## config.mk

```make
export PLATFORM = sky130hd
export DESIGN_NAME = moving_average_var
export DESIGN_NICKNAME = d
export VERILOG_FILES = /design/src/rtl/moving_average_var.sv
export SDC_FILE = /design/constraint.sdc
export NUM_CORES = 1
export LEC_CHECK = 0
export ABC_AREA = 0
export CAP_MARGIN = 20
export CORE_MARGIN = 5
export CORE_UTILIZATION = 26
export CTS_BUF_LIST = sky130_fd_sc_hd__clkbuf_8
export DETAILED_ROUTE_END_ITERATION = 10
export GPL_ROUTABILITY_DRIVEN = 0
export GPL_TIMING_DRIVEN = 0
export PLACE_DENSITY = 0.49
export SLEW_MARGIN = 20
export SYNTH_ARGS = -nofsm -noshare
export SYNTH_HDL_FRONTEND = slang
export SYNTH_SLANG_ARGS = --single-unit
```

## constraint.sdc

```tcl
create_clock -name clk -period 6.59 [get_ports clk]
set_clock_uncertainty 0.1 [all_clocks]
set_input_delay 1.6475 -clock clk [delete_from_list [all_inputs] [get_ports clk]]
set_output_delay 1.6475 -clock clk [all_outputs]
set_load 0.01 [all_outputs]
```

## src/rtl/moving_average_var.sv

```systemverilog
// Boxcar moving-average filter with a run-time power-of-two window.
// One registered average per accepted sample; out_full marks a primed window.
module moving_average_var #(
  parameter int WIDTH      = 8,
  parameter int LOG2_DEPTH = 3
) (
  input  logic             clk,
  input  logic             rst,
  input  logic             clear,
  input  logic [2:0]       win_sel,
  input  logic             in_valid,
  input  logic [WIDTH-1:0] in_data,
  output logic             out_valid,
  output logic [WIDTH-1:0] out_avg,
  output logic             out_full
);
  localparam int DEPTH = 1 << LOG2_DEPTH;
  localparam int SW    = WIDTH + LOG2_DEPTH;
  localparam int FW    = LOG2_DEPTH + 1;
  localparam logic [2:0] WS_MAX = 3'(LOG2_DEPTH);

  logic [DEPTH-1:0][WIDTH-1:0] mem;
  logic [LOG2_DEPTH-1:0]       wptr, old_idx, widx;
  logic [FW-1:0]               fill, fill_nxt, win;
  logic [SW-1:0]               sum, sum_nxt, sub;
  logic [2:0]                  ws, ws_q;
  logic [WIDTH-1:0]            avg_nxt;
  logic                        restart, full_nxt;

  always_comb begin
    ws      = (win_sel > WS_MAX) ? WS_MAX : win_sel;
    win     = FW'(1) << ws;
    restart = (ws != ws_q);
    // For W == DEPTH the truncated offset is 0, so the oldest slot is wptr itself.
    old_idx = wptr - win[LOG2_DEPTH-1:0];
    sub     = (fill >= win) ? SW'(mem[old_idx]) : '0;
    if (restart) begin
      sum_nxt  = SW'(in_data);
      fill_nxt = FW'(1);
      widx     = '0;
    end else begin
      sum_nxt  = sum + SW'(in_data) - sub;
      fill_nxt = (fill == FW'(DEPTH)) ? fill : fill + FW'(1);
      widx     = wptr;
    end
    avg_nxt  = WIDTH'(sum_nxt >> ws);
    full_nxt = (fill_nxt >= win);
  end

  // Sample storage is never reset; fill gates which entries are meaningful.
  always_ff @(posedge clk) begin
    if (in_valid && !clear) mem[widx] <= in_data;
  end

  always_ff @(posedge clk or posedge rst) begin
    if (rst) begin
      sum       <= '0;
      fill      <= '0;
      wptr      <= '0;
      ws_q      <= '0;
      out_valid <= 1'b0;
      out_avg   <= '0;
      out_full  <= 1'b0;
    end else begin
      out_valid <= 1'b0;
      if (clear) begin
        sum      <= '0;
        fill     <= '0;
        wptr     <= '0;
        ws_q     <= ws;
        out_avg  <= '0;
        out_full <= 1'b0;
      end else if (restart) begin
        ws_q <= ws;
        if (in_valid) begin
          sum       <= sum_nxt;
          fill      <= fill_nxt;
          wptr      <= LOG2_DEPTH'(1);
          out_valid <= 1'b1;
          out_avg   <= avg_nxt;
          out_full  <= full_nxt;
        end else begin
          sum  <= '0;
          fill <= '0;
          wptr <= '0;
        end
      end else if (in_valid) begin
        sum       <= sum_nxt;
        fill      <= fill_nxt;
        wptr      <= wptr + LOG2_DEPTH'(1);
        out_valid <= 1'b1;
        out_avg   <= avg_nxt;
        out_full  <= full_nxt;
      end
    end
  end
endmodule

```

==> summary.md <==
| Metric | Value |
|---|---|
| Antenna diode count | `0` |
| Switching Share | `31.61%` |
| Internal Pwr Total | `about 930 µW` |
| Slew at the pin closest to its max-slew limit | `0.9468 ns` |
| Core area | `0.02004 mm²` |
| Adder and majority cell fraction of the synthesized area | `8.926%` |
| Number of DRC markers after the initial detailed-route iteration | `268` |
| Routed vias/inst | `4.787` |
| TritonCTS clock tree | `done` |
| Worst-path maximum fanout | `10` |
| Hold/Removal Path Class | `register to register` |
| Ys Warns | `0` |
| Count of H-tree levels built during CTS | `3` |
| Die area | `0.02310 mm²` |
| Gr ovfl total | `0` |
| Max Clock Freq | `between 150 and 200 MHz` |
| Met2 Wirelength | `roughly 6.3 mm` |
| Metal3 WL | `478 µm` |
| Initial core utilization | `between 20% and 30%` |
| Gate power share | `25.5%` |
| Post-CTS Hold Fix Bufs | `0` |
| Clock tree buffer depth | `2` |
| CTS clk-pin slew, worst paths | `0.09 ns` |
| Minimum clock period after layout | `6.306 ns` |
| Netlist area before placement | `approximately 0.0052 mm²` |
| Detail Placement HPWL | `9.736 mm` |
| Met1 WL | `6.502 mm` |
| Setup repair after global routing missed its margin | `false` |
| Tightest hold margin | `0.3875 ns` |
| Status | `finished clean` |
| Switching pwr | `around 430 µW` |
| Boundary pin count | `25` |
| Number of instances on the worst hold path | `2` |
| Commonest cells after routing, fill and taps aside | `64 x sky130_fd_sc_hd__edfxtp_1, 46 x sky130_fd_sc_hd__nor2_1, 43 x sky130_fd_sc_hd__inv_1` |
| Share of final-layout standard cells stronger than drive strength 1 | `13.91%` |
| Root Driver | `sky130_fd_sc_hd__clkbuf_8` |
| Simple-gate portion of the synthesized area | `12.10%` |
| Combinational family with the most area after synthesis | `simple AND/OR/NAND/NOR gates` |
| Final Core Density | `30.67%` |
| I/O Buffers | `22` |
| Worst slack after detailed placement | `-1.774 ns` |
| Tightest slew margin relative to the limit | `~37%` |
| DRC Markers | `0` |
| Main flop type after synthesis | `sky130_fd_sc_hd__edfxtp_1` |
| First-pass detailed-route iteration total | `4` |
| Area share of xor/xnor cells in the synthesized design | `2.172%` |
| Compound-gate portion of the synthesized area | `9.761%` |
| Wire length per cell after detailed routing | `around 18 µm` |
| Nets in the synthesized netlist | `around 500` |
| Clock share of power | `26.1%` |
| Area delta synth->final | `17.23%` |
| Pin count of the biggest net entering global routing | `32` |
| Arrival @ worst endpoint | `6.50 ns` |
| Path type of the worst setup path | `primary input to register` |
| Launch point of the worst hold path | `out_avg[1]` |
| Leakage dissipation | `between 2 and 2.5 nW` |
| Reg-to-reg slack, setup | `1.63 ns` |
| Top Metal Used | `met4` |
| Fraction of synthesized area in multiplexers | `10.53%` |
| Proportion of power drawn by flip-flops and latches | `48.4%` |
| Pwr/cell area | `222.3 mW/mm²` |
| Number of antenna violations at the first check in global routing | `0` |
| Start of the worst register-to-register path | `wptr[0]` |
| Synthesized area per cell | `about 12 µm²` |
| Worst supply voltage drop on vdd | `0.0001026 V` |
| Worst setup slack after layout | `0.2837 ns` |
| CTS sink count | `95` |
| Standard-cell row count | `52` |
| Flops & latches, synth | `95` |
| Number of global-route vias before repair | `3,785` |
| Worst Hold End | `out_avg[1]` |
| Wire length reported by the detailed router | `13.44 mm` |
| TritonCTS buffer count | `9` |
| R2R depth | `18` |
| Sort of element at the end of the critical path | `register` |
| Number of enable flip-flop cells after synthesis | `64` |
| First-pass GRT wire length | `21.96 mm` |
| Final period utilization | `95.69%` |
| Total count of max-transition violations in the final report | `0` |
| Max-cap viol count | `0` |
| Terminus of the critical flop-to-flop path | `out_avg[6]` |
| Hold violation total from the final report | `0` |
| Routed via count | `3,667` |
| Horiz. Die Dim | `~150 µm` |
| Total Nets Final | `~540` |
| Antenna-violating nets left | `0` |
| Clk_lat worst skew | `0.39 ns` |
| Sequential fraction of the synthesis area | `51.46%` |
| Height of the die | `152 µm` |
| Crit start category | `primary input` |
| Async set-or-reset flop fraction in the synthesized netlist | `32.63%` |
| Most common library cell in the layout ignoring fill and taps | `sky130_fd_sc_hd__edfxtp_1` |
| Mapped Cells | `454` |
| Global routing usage summed across all routing layers | `12.02%` |
| Setup violation total in the final timing report | `0` |
| Number of distinct library cells after synthesis | `58` |
| Data required, critical path | `6.78 ns` |
-- kinds of logic (layout without fill, tap and decap cells) --
kind of cell | Yosys count | count (layout)
compound gates | 79 | 79
buf+inv | 67 | 109
fa+ha+maj | 32 | 32
simple gates | 132 | 132
flops | 95 | 95
other cells | 1 | 1
mux | 35 | 35
xor+xnor | 13 | 13
-- state kept, by name (all words and copies together) (netlist names) --
signal and count:
out_avg 8, ws_q 3, out_full 1, sum 11
mem 64, fill 4, out_valid 1, wptr 3
-- per-layer routing --
| metal | vias to the layer above | track usage [%] |
|---|---|---|
| met4 | 0 | 3.168 |
| met5 | - | 0 |
| met1 | 1865 | 16.85 |
| met2 | 80 | 18.90 |
| met3 | 13 | 2.673 |
| li1 | 1709 | - |
-- layout make-up --
type                       instances  area [µm²]
timing repair buffer              29       274.0
clock inverter                     7       48.80
multi-input combinational        292        2400
buffer                            19       95.09
fill                            2122       13890
sequential                        95        2698
tap                              270       337.8
clock buffer                       9       123.9
inverter                          45       168.9
-- critical path, cell delays in order --
cell and delay, ns:
sky130_fd_sc_hd__dlygate4sd2_1 0.32, sky130_fd_sc_hd__nor2_2 0.17, sky130_fd_sc_hd__nand2_1 0.09, sky130_fd_sc_hd__inv_2 0.12, sky130_fd_sc_hd__ha_2 0.17, sky130_fd_sc_hd__inv_1 0.05
sky130_fd_sc_hd__fa_2 0.60, sky130_fd_sc_hd__clkbuf_8 0.20, sky130_fd_sc_hd__mux4_2 0.33, sky130_fd_sc_hd__mux2i_1 0.20, sky130_fd_sc_hd__nor2_1 0.07, sky130_fd_sc_hd__ha_1 0.30
sky130_fd_sc_hd__inv_1 0.05, sky130_fd_sc_hd__ha_1 0.21, sky130_fd_sc_hd__inv_1 0.07, sky130_fd_sc_hd__fa_1 0.42, sky130_fd_sc_hd__nor2b_2 0.17, sky130_fd_sc_hd__o2111ai_2 0.15
sky130_fd_sc_hd__a21oi_2 0.27, sky130_fd_sc_hd__or3_1 0.19, sky130_fd_sc_hd__a311oi_1 0.10, sky130_fd_sc_hd__or3_1 0.37, sky130_fd_sc_hd__a211oi_2 0.22
-- per-stage QoR --
step                power [mW]  TNS, ns  instance area [µm²]  instances
floorplan               0.8979        0                 5243        454
CTS                      1.365        0                 6083        765
global route             1.434        0                 6146        766
global placement        0.9926   -20.33                 5801        746
finish                   1.366        0                 6146        766
detailed placement      0.9977   -21.08                 5847        749
-- cells in the mapped netlist (all sizes together) (9+ instances only) --
| master | n | area share (%) |
|---|---|---|
| a21oi | 24 | 2.3 |
| clkbuf | 14 | 1.0 |
| dfrtp | 31 | 15 |
| edfxtp | 64 | 37 |
| fa | 9 | 3.4 |
| ha | 23 | 5.5 |
| inv | 44 | 3.2 |
| mux2i | 18 | 3.4 |
| mux4 | 16 | 6.9 |
| nand2 | 32 | 2.3 |
| nor2 | 48 | 3.6 |
| nor3 | 11 | 1.1 |
| o21ai | 12 | 1.1 |
-- power groups by stage --
stage | clock network (mW) | registers (mW) | logic, mW
after floorplan | 0 | 0.673 | 0.224
after global routing | 0.382 | 0.663 | 0.389
after detailed placement | 0 | 0.674 | 0.324
final | 0.356 | 0.661 | 0.349
after global placement | 0 | 0.673 | 0.319
after CTS | 0.364 | 0.661 | 0.340
-- worst max path at each step --
stage / from / endpoint / slack, ns / cells past startpoint
final: win_sel[2] / out_avg[6] / 0.28 / 23
after global routing: win_sel[2] / out_avg[5] / 0.01 / 21
after global placement: win_sel[0] / out_avg[4] / -1.68 / 20
after detailed placement: win_sel[0] / out_avg[4] / -1.77 / 20
after floorplan: win_sel[2] / out_avg[4] / 0.23 / 19
after CTS: win_sel[2] / out_avg[6] / 0.11 / 23
-- timing repair --
item	CTS	global route
endpoints found under the setup margin	17	7
gates resized for setup	21	8
pin swaps	4	2
setup buffers	2	2
gates cloned	0	0
(Power assumes the default switching activity.)
